--- config.mk ---
export PLATFORM = sky130hd
export DESIGN_NAME = wb_trace_buffer
export DESIGN_NICKNAME = d
export VERILOG_FILES = /design/src/rtl/trace_pkg.sv /design/src/rtl/trace_ram.sv /design/src/rtl/wb_trace_buffer.sv
export SDC_FILE = /design/constraint.sdc
export NUM_CORES = 1
export LEC_CHECK = 0
export ABC_AREA = 0
export CELL_PAD_IN_SITES_DETAIL_PLACEMENT = 0
export CELL_PAD_IN_SITES_GLOBAL_PLACEMENT = 2
export CORE_UTILIZATION = 34
export CTS_CLUSTER_SIZE = 28
export DETAILED_ROUTE_END_ITERATION = 10
export PLACE_DENSITY_LB_ADDON = 0.1
export RECOVER_POWER = 100
export SYNTH_ARGS = -nofsm -noshare
export SYNTH_HDL_FRONTEND = slang
export SYNTH_SLANG_ARGS = --single-unit
--- constraint.sdc ---
create_clock -name clk_i -period 6.43 [get_ports clk_i]
set_clock_uncertainty 0.05 [all_clocks]
set_input_delay 0.643 -clock clk_i [delete_from_list [all_inputs] [get_ports clk_i]]
set_output_delay 0.643 -clock clk_i [all_outputs]
set_load 0.005 [all_outputs]
--- src/rtl/trace_pkg.sv ---
// Shared types and default sizing for the write-back trace buffer.
package trace_pkg;

    localparam int DEPTH  = 16;
    localparam int DATA_W = 32;
    localparam int ADDR_W = 6;
    localparam int SEQ_W  = 16;

    // One captured write-back event: tag, destination register, data.
    typedef struct packed {
        logic [SEQ_W-1:0]  seq;
        logic [ADDR_W-1:0] addr;
        logic [DATA_W-1:0] data;
    } trace_entry_t;

endpackage

--- src/rtl/trace_ram.sv ---
// Trace entry storage: synchronous write, asynchronous read, no reset.
module trace_ram
    import trace_pkg::*;
#(
    parameter int  DEPTH   = trace_pkg::DEPTH,
    parameter type entry_t = trace_entry_t,
    localparam int PTR_W   = $clog2(DEPTH)
) (
    input  logic             clk_i,
    input  logic             we_i,
    input  logic [PTR_W-1:0] waddr_i,
    input  entry_t           wdata_i,
    input  logic [PTR_W-1:0] raddr_i,
    output entry_t           rdata_o
);

    entry_t mem_q [DEPTH];

    // Store the incoming entry at the write pointer.
    always_ff @(posedge clk_i) begin
        if (we_i) begin
            mem_q[waddr_i] <= wdata_i;
        end
    end

    assign rdata_o = mem_q[raddr_i];

endmodule

--- src/rtl/wb_trace_buffer.sv ---
// Write-back trace FIFO: tags each register write with a sequence number,
// drops (and counts) writes when full rather than stalling the core.
module wb_trace_buffer #(
    parameter int  DEPTH  = trace_pkg::DEPTH,
    parameter int  DATA_W = trace_pkg::DATA_W,
    parameter int  ADDR_W = trace_pkg::ADDR_W,
    parameter int  SEQ_W  = trace_pkg::SEQ_W,
    localparam int PTR_W  = $clog2(DEPTH),
    localparam int LVL_W  = $clog2(DEPTH) + 1
) (
    input  logic              clk_i,
    input  logic              rst_ni,
    input  logic              wb_valid_i,
    input  logic [ADDR_W-1:0] wb_addr_i,
    input  logic [DATA_W-1:0] wb_data_i,
    input  logic              freeze_i,
    output logic              out_valid_o,
    input  logic              out_ready_i,
    output logic [SEQ_W-1:0]  out_seq_o,
    output logic [ADDR_W-1:0] out_addr_o,
    output logic [DATA_W-1:0] out_data_o,
    output logic [LVL_W-1:0]  level_o,
    output logic              overflow_o,
    output logic [SEQ_W-1:0]  drop_cnt_o
);

    // Mirrors trace_pkg::trace_entry_t but follows this instance's widths.
    typedef struct packed {
        logic [SEQ_W-1:0]  seq;
        logic [ADDR_W-1:0] addr;
        logic [DATA_W-1:0] data;
    } entry_t;

    logic [PTR_W-1:0] wr_ptr_q, wr_ptr_d;
    logic [PTR_W-1:0] rd_ptr_q, rd_ptr_d;
    logic [LVL_W-1:0] level_q, level_d;
    logic [SEQ_W-1:0] seq_q, seq_d;
    logic [SEQ_W-1:0] drop_cnt_q, drop_cnt_d;
    logic             overflow_q, overflow_d;

    logic   push_req_s, pop_s, full_s, push_ok_s, drop_s, nonempty_s;
    entry_t wr_entry_s, head_s;

    assign nonempty_s = (level_q != {LVL_W{1'b0}});
    assign full_s     = (level_q == LVL_W'(DEPTH));
    assign push_req_s = wb_valid_i & ~freeze_i;
    assign pop_s      = nonempty_s & out_ready_i;
    // A pop in the same cycle frees the slot, so a full FIFO still accepts.
    assign push_ok_s  = push_req_s & (~full_s | pop_s);
    assign drop_s     = push_req_s & full_s & ~pop_s;

    assign wr_entry_s = '{seq: seq_q, addr: wb_addr_i, data: wb_data_i};

    trace_ram #(
        .DEPTH   (DEPTH),
        .entry_t (entry_t)
    ) u_ram (
        .clk_i   (clk_i),
        .we_i    (push_ok_s),
        .waddr_i (wr_ptr_q),
        .wdata_i (wr_entry_s),
        .raddr_i (rd_ptr_q),
        .rdata_o (head_s)
    );

    // Next-state for pointers, occupancy, sequence tag and drop accounting.
    always_comb begin
        wr_ptr_d    = wr_ptr_q;
        rd_ptr_d    = rd_ptr_q;
        level_d     = level_q;
        seq_d       = seq_q;
        drop_cnt_d  = drop_cnt_q;
        overflow_d  = overflow_q;
        if (push_ok_s) begin
            wr_ptr_d = wr_ptr_q + PTR_W'(1);
        end else begin
            wr_ptr_d = wr_ptr_q;
        end
        if (pop_s) begin
            rd_ptr_d = rd_ptr_q + PTR_W'(1);
        end else begin
            rd_ptr_d = rd_ptr_q;
        end
        case ({push_ok_s, pop_s})
            2'b10:   level_d = level_q + LVL_W'(1);
            2'b01:   level_d = level_q - LVL_W'(1);
            default: level_d = level_q;
        endcase
        // Tag advances on every request so consumers see gaps for drops.
        if (push_req_s) begin
            seq_d = seq_q + SEQ_W'(1);
        end else begin
            seq_d = seq_q;
        end
        if (drop_s) begin
            overflow_d = 1'b1;
            if (drop_cnt_q != {SEQ_W{1'b1}}) begin
                drop_cnt_d = drop_cnt_q + SEQ_W'(1);
            end else begin
                drop_cnt_d = drop_cnt_q;
            end
        end else begin
            overflow_d = overflow_q;
            drop_cnt_d = drop_cnt_q;
        end
    end

    // Control state registers; reset discards all buffered entries.
    always_ff @(posedge clk_i or negedge rst_ni) begin
        if (!rst_ni) begin
            wr_ptr_q   <= {PTR_W{1'b0}};
            rd_ptr_q   <= {PTR_W{1'b0}};
            level_q    <= {LVL_W{1'b0}};
            seq_q      <= {SEQ_W{1'b0}};
            drop_cnt_q <= {SEQ_W{1'b0}};
            overflow_q <= 1'b0;
        end else begin
            wr_ptr_q   <= wr_ptr_d;
            rd_ptr_q   <= rd_ptr_d;
            level_q    <= level_d;
            seq_q      <= seq_d;
            drop_cnt_q <= drop_cnt_d;
            overflow_q <= overflow_d;
        end
    end

    // Head fields read zero while empty, which also covers the reset state
    // of the unreset storage array.
    assign out_valid_o = nonempty_s;
    assign out_seq_o   = nonempty_s ? head_s.seq  : {SEQ_W{1'b0}};
    assign out_addr_o  = nonempty_s ? head_s.addr : {ADDR_W{1'b0}};
    assign out_data_o  = nonempty_s ? head_s.data : {DATA_W{1'b0}};
    assign level_o     = level_q;
    assign overflow_o  = overflow_q;
    assign drop_cnt_o  = drop_cnt_q;

endmodule

==> metrics.md, run 1 <==
| Metric | Value |
|---|---|
| Final worst path period need | 5.201 ns |
| Worst path cell trace | dlygate4sd3_1, nor2b_1, a21oi_1, and3b_1, and2_1, clkbuf_2 |
| Synth top area cells | edfxtp_1, mux4_2, dfrtp_1 |
| Peak Freq | 192.3 MHz |
| Iteration-0 DRC Markers | 1189 |
| Final Cycle Share | 0.8088 |
| Setup TNS | 0 ns |
| Post-synthesis compound-gate area fraction | 0.01312 |
| Via density | 5.030 |
| Peak per-stage delay on the critical path | 1.98 ns |
| Area of the core | 101900 um^2 |
| CTS Buf Count | 101 |
| Maxcap violations | 19 |
| Drt pass-1 iters | 4 |
| Skew-Pair Late Insertion Delay | 0.65 ns |
| Non-Filler Instances | 3190 |
| Synthesis-to-layout area growth | 16.98% |
| Root Buffer | clkbuf_16 |
| Synth Net Count | 1616 |
| Worst path arrival time | 5.42 ns |
| Failing checks | max-capacitance violations, max-slew violations |
| Wire per inst | 25.69 um |
| Fin util | 0.4019 |
| Global-route usage over all layers | 0.1611 |
| Layout cells sized above 1 | 0.2135 |
| CP Launch Type | input pin |
| Unrepaired setup endpoints after global routing | no |
| Hold Fails Final Rpt | 0 |
| Share of the synthesized area in the top cell type | 0.7412 |
| Mean Syn Cell Area | 22.38 um^2 |
| Cell count after synthesis | 1564 |
| Worst-path clk slew | 0.06 ns |
| Final Setup Violations | 0 |
| Top cell type by total area after synthesis | edfxtp_1 |
| Input/output buffers | 119 |
| First-pass GRT wire length | 120900 um |
| Worst-Margin Slew | 2.780 ns |
| Ys Warns | 0 |
| Simple-gate share of the synthesized area | 0.01869 |
| Residual DRC count | 0 |
| VDD IR-drop max | 0.3389 mV |
| Post-synth EDFFs | 864 |
| Mux share of post-synthesis cell area | 0.1705 |
| H-tree depth reported by CTS | 3 |
| Ports | 120 |
| Cts-stage hold buffer count | 0 |
| Leak | 13.26 nW |
| Gpl congestion | 0.7077 |
| Adder-cell share of the synthesized area | 0.003217 |
| Relative slew margins | -0.8531 |
| Via count | 16045 |
| Crit end category | flop |
| Drt total wl | 81950 um |
| Vias in the first global route | 17574 |
| Resized cells post-CTS | 0 |
| Grt ovf | 0 |
| CTS tree | yes |
| Final-report max-slew violation count | 693 |
| Register area share after synthesis | 0.7741 |
| Post-CTS Setup Inserts | 0 |
| Max Root-Sink Buffers | 3 |
| Placed Cells | 3004 |
| DP Wirelength | 42990 um |
| Post-synth cell types | 41 |
| CP max-delay cell | and2_1 |
| Initial Utilization | 0.3436 |
| Status | finished, violations left |
| Die Footprint | 104200 um^2 |
| Die Width | 322.9 um |
| NumNets Final | 1791 |
| WS Path Type | in2reg |
| Cell Area, Synth | 35000 um^2 |
| DIE HEIGHT | 322.9 um |
| Largest family of logic cells by synthesized area | multiplexers |
| Worst Path Required | 6.65 ns |
| Antenna viol nets, final | 0 |
| Post-synth top flop | edfxtp_1 |
| CTS sink cnt | 910 |
| Post-Synth XOR/XNOR Area | 0.009758 |
| P per Cell Area | 427.8 nW/um^2 |
| Initial antenna violation count | 2 |
| Largest net degree at the start of global routing | 87 |
| Antenna cells | 0 |
| Synthesis-stage register bit count | 910 |
| HP Class | reg2reg |
| Row count | 117 |
| Crit Path Max Fanout | 34 |
| Async S/R FF share, synth | 0.05055 |
registers in the layout, indices dropped and copies added (netlist names):
name	cells
seq_q	16
wr_ptr_q	4
drop_cnt_o	16
rd_ptr_q	4
level_o	5
overflow_o	1
u_ram.mem_q	864
final timing paths:
check,start,end,slack (ns),cells past startpoint
min in group asynchronous,rst_ni,drop_cnt_o[12],0.94,2
max in group asynchronous,rst_ni,rd_ptr_q[1],3.43,2
worst max register to register,level_o[1],u_ram.mem_q[8][3],1.37,5
worst min register to register,overflow_o,overflow_o,0.42,1
worst max-delay path,out_ready_i,u_ram.mem_q[8][3],1.23,6
worst min-delay path,overflow_o,overflow_o,0.42,1
kinds of logic after synthesis:
logic type,after synthesis
flops,910
buf+inv,87
mux,326
compound gates,74
simple gates,119
xor+xnor,39
fa+ha+maj,9
Yosys cell counts, drive strengths merged (3+ instances only):
| master | n |
|---|---|
| and2 | 9 |
| nand2b | 3 |
| o21ai | 6 |
| mux2i | 108 |
| mux4 | 216 |
| buf | 41 |
| nand2 | 27 |
| edfxtp | 864 |
| nor3 | 13 |
| and3 | 7 |
| dfrtp | 46 |
| ha | 9 |
| a21oi | 6 |
| nor4 | 5 |
| nand3 | 14 |
| clkbuf | 38 |
| inv | 8 |
| xor2 | 15 |
| nor2 | 21 |
| xnor2 | 24 |
| o22ai | 54 |
| nand4 | 11 |
power by group:
| part | total, W | switching (W) | internal, W |
|---|---|---|---|
| registers | 0.00730 | 0.000394 | 0.00691 |
| logic | 0.00466 | 0.00238 | 0.00228 |
| clock network | 0.00555 | 0.00231 | 0.00324 |
final cells by class:
cell class	instances	area, um^2
clock inverters	57	479.2
inverters	8	30.03
repair buffers	151	1416
well taps	1368	1712
clock buffers	129	2696
flip-flops and latches	910	27110
fillers	9123	60940
multi-input cells	567	7506
cell usage in the layout, fill, tap and decap left out, drive strengths merged, types with 3 or more instances in the layout:
cell type / n
clkbuf: 148
dfrtp: 46
bufinv: 7
and2: 9
mux2i: 108
and3: 7
clkinv: 45
nand2: 27
o22ai: 54
nand2b: 3
dlygate4sd3: 115
nor3: 13
o21ai: 6
nand3: 14
clkdlybuf4s50: 3
nor2: 21
edfxtp: 864
ha: 9
buf: 14
inv: 12
nor4: 5
xor2: 15
mux4: 216
nand4: 11
a21oi: 6
xnor2: 24
worst max-delay path: cells and delay by family:
kind                   cells  cell delay [ns]
buffers and inverters      2             1.70
and+or+nand+nor            3             2.42
AOI/OAI and AO/OA          1             0.62
per-layer routing:
layer  wire, um  up-vias  track usage
li1           -     6955            -
met1      37400     8676       0.2221
met2      39910      295       0.2657
met3       2914      119      0.02655
met4       1729        0      0.04139
met5          0        -            0
metrics by stage:
stage          hold slack (ns)  total power, W  instance area (um^2)  worst slack [ns]
3_5_place_dp            0.4070         0.01243                 37950             2.069
3_3_place_gp            0.4065         0.01244                 37950             2.124
5_1_grt                 0.4502         0.01834                 40950            0.7569
6_report                0.4161         0.01752                 40950             1.229
4_1_cts                0.04801         0.01804                 41120             1.556
2_1_floorplan           0.2974         0.01028                 35000            0.7926
Note: power is estimated with default switching activity, not from simulation.
==> run 2, diff against run 1 <==
Clock period 6.43 ns to 4.35 ns, I/O delays scaled along.
==> run 2 against run 1 <==
Compared with the run above:
- via count is 1.1% higher
- highest routed layer unchanged
- cell count is 1.1% higher
- the flow still finishes with violations (max-capacitance violations, max-slew violations)
- combinational power is 57% higher
- global-route usage hardly changed
- final area is 1.6% higher
- non-clock buffer count is 36 higher
- setup slack worse by 0.98 ns
- count of clock-buffer cells in the layout is 4 lower
- register-to-register slack worse by 0.97 ns
- sequential share of layout area is 1.1 points lower
==> metrics.md, run 2 (synthesis results as in run 1) <==
| Metric | Value |
|---|---|
| Non-Filler Instances | 3226 |
| Combinational share of power | 0.274 |
| Placed Cells | 3039 |
| Maxcap violations | 10 |
| Antenna viol nets, final | 0 |
| Ports | 120 |
| Max Root-Sink Buffers | 3 |
| Leak | 13.57 nW |
| Finished Cell Area | 41610 um^2 |
| Synthesis-to-layout area growth | 18.87% |
| CTS tree | yes |
| Family with the most delay on the worst path | simple AND/OR/NAND/NOR gates |
| Peak Freq | 244.0 MHz |
| CTS sink cnt | 910 |
| Switching share of power | 0.2847 |
| Global-route usage over all layers | 0.1608 |
| Status | finished, violations left |
| Drt total wl | 82040 um |
| P per Cell Area | 640.6 nW/um^2 |
| Final-report max-slew violation count | 284 |
| Commonest non-fill, non-tap cells in the layout | edfxtp_1, mux4_2, mux2i_1, dlygate4sd3_1, clkbuf_16 |
| DP Wirelength | 46220 um |
| Max reg flops | 864 |
| Biggest register | u_ram.mem_q |
| First-pass GRT wire length | 121600 um |
| CTS Buf Count | 101 |
| Seq pwr share | 0.402 |
| R2R Setup Slk | 0.40 ns |
| Layout cells sized above 1 | 0.2347 |
| CP max-delay cell | dlygate4sd3_1 |
| VDD IR-drop max | 0.3406 mV |
| Row count | 117 |
| Unrepaired setup endpoints after global routing | no |
| Hold wc startpoint | overflow_o |
| NumNets Final | 1827 |
| Hold Path Depth | 1 |
| Iteration-0 DRC Markers | 1106 |
| Internal power | 0.01907 W |
| Root Buffer | clkbuf_16 |
| Hold Fails Final Rpt | 0 |
| Worst Path Required | 3.87 ns |
| Worst Hold Endpoint | overflow_o |
| # fillers | 9060 |
| Residual DRC count | 0 |
| Peak per-stage delay on the critical path | 0.61 ns |
| Vias in the first global route | 17804 |
| Worst path cell trace | nor4_4, or2b_1, nand2b_4, buf_12, o22ai_1, dlygate4sd3_1 |
| HP Class | reg2reg |
| Skew-Pair Late Insertion Delay | 0.65 ns |
| Reg2reg path depth | 6 |
| Register area | 27110 um^2 |
| Worst path arrival time | 3.61 ns |
| Gpl congestion | 0.7019 |
| Final worst path period need | 4.099 ns |
| Setup TNS | 0 ns |
| Most common cell after layout, fill and taps aside | edfxtp_1 |
| Input/output buffers | 119 |
| Initial Utilization | 0.3436 |
| H-tree depth reported by CTS | 3 |
| DIE HEIGHT | 322.9 um |
| Pre-CTS setup slack | 0.7490 ns |
| Multi-input gate area | 7556 um^2 |
| Worst Slack Setup Final | 0.2511 ns |
| Die Width | 322.9 um |
| Final Setup Violations | 0 |
| NetSw | 0.007588 W |
| Worst-Margin Slew | 2.903 ns |
| Antenna cells | 0 |
| WS Path Type | reg2out |
| Total Power | 0.02666 W |
| Clk pwr share | 0.323 |
| Placed cell area | 38470 um^2 |
| Final Cycle Share | 0.9423 |
| Wire per inst | 25.43 um |
| Via count | 16225 |
| Worst path buffer plus inverter count | 2 |
| Area of the core | 101900 um^2 |
| Drt pass-1 iters | 4 |
| Reg2Reg Launch Point | level_o[1] |
| Worst r2r dst | u_ram.mem_q[10][5] |
| Initial antenna violation count | 2 |
| CP Launch Type | flop |
| Die Footprint | 104200 um^2 |
| Largest net degree at the start of global routing | 56 |
| Crit Path Max Fanout | 29 |
| Failing checks | max-capacitance violations, max-slew violations |
| Via density | 5.029 |
| Relative slew margins | -0.9355 |
| Worst-path clk slew | 0.06 ns |
| Grt ovf | 0 |
| Crit end category | output port |
[run 2: area by class of cell]
class                           count  area share
Tap cell                         1368     0.04114
Inverter                            8   0.0007217
Clock buffer                      125     0.06441
Timing Repair Buffer              187     0.04462
Multi-Input combinational cell    567      0.1816
Clock inverter                     61     0.01606
Sequential cell                   910      0.6515
[run 2: worst max-delay path by stage]
stage                from                end  slack (ns)  depth (start not counted)
3_5_place_dp   level_o[1]      out_seq_o[15]        0.75                          5
5_1_grt        level_o[1]     out_data_o[16]        0.04                          6
2_1_floorplan  level_o[2]  u_ram.mem_q[7][0]       -1.11                          5
6_report       level_o[1]     out_data_o[13]        0.25                          6
3_3_place_gp   level_o[1]      out_seq_o[15]        0.75                          5
4_1_cts        level_o[1]      out_seq_o[15]        0.01                          5
[run 2: repair_timing]
action                                  in CTS  in global routing
resized for setup                            0                  1
hold endpoints to repair                    46                  0
setup buffers                                0                  0
endpoints found under the setup margin       0                 14
hold buffers                                 1                  0
[run 2: power groups by stage]
stage	combinational, W	sequential [W]	clock [W]
2_1_floorplan	0.00463	0.0106	0
3_3_place_gp	0.00782	0.0109	0
4_1_cts	0.00781	0.0107	0.00886
5_1_grt	0.00792	0.0108	0.00918
6_report	0.00731	0.0107	0.00862
3_5_place_dp	0.00779	0.0109	0
[run 2: metal layers]
| metal | up-vias | global-route usage | routed length [um] |
|---|---|---|---|
| li1 | 7034 | - | - |
| met1 | 8766 | 0.2272 | 37770 |
| met2 | 317 | 0.2604 | 39540 |
| met3 | 108 | 0.02461 | 3273 |
| met4 | 0 | 0.04086 | 1457 |
| met5 | - | 0 | 0 |
[run 2: stage by stage]
stage	hold slack (ns)	util
global route	0.4668	0.4084
global placement	0.4059	0.3776
CTS	0.3884	0.4106
detailed placement	0.4029	0.3776
finish	0.4166	0.4084
floorplan	0.08941	-
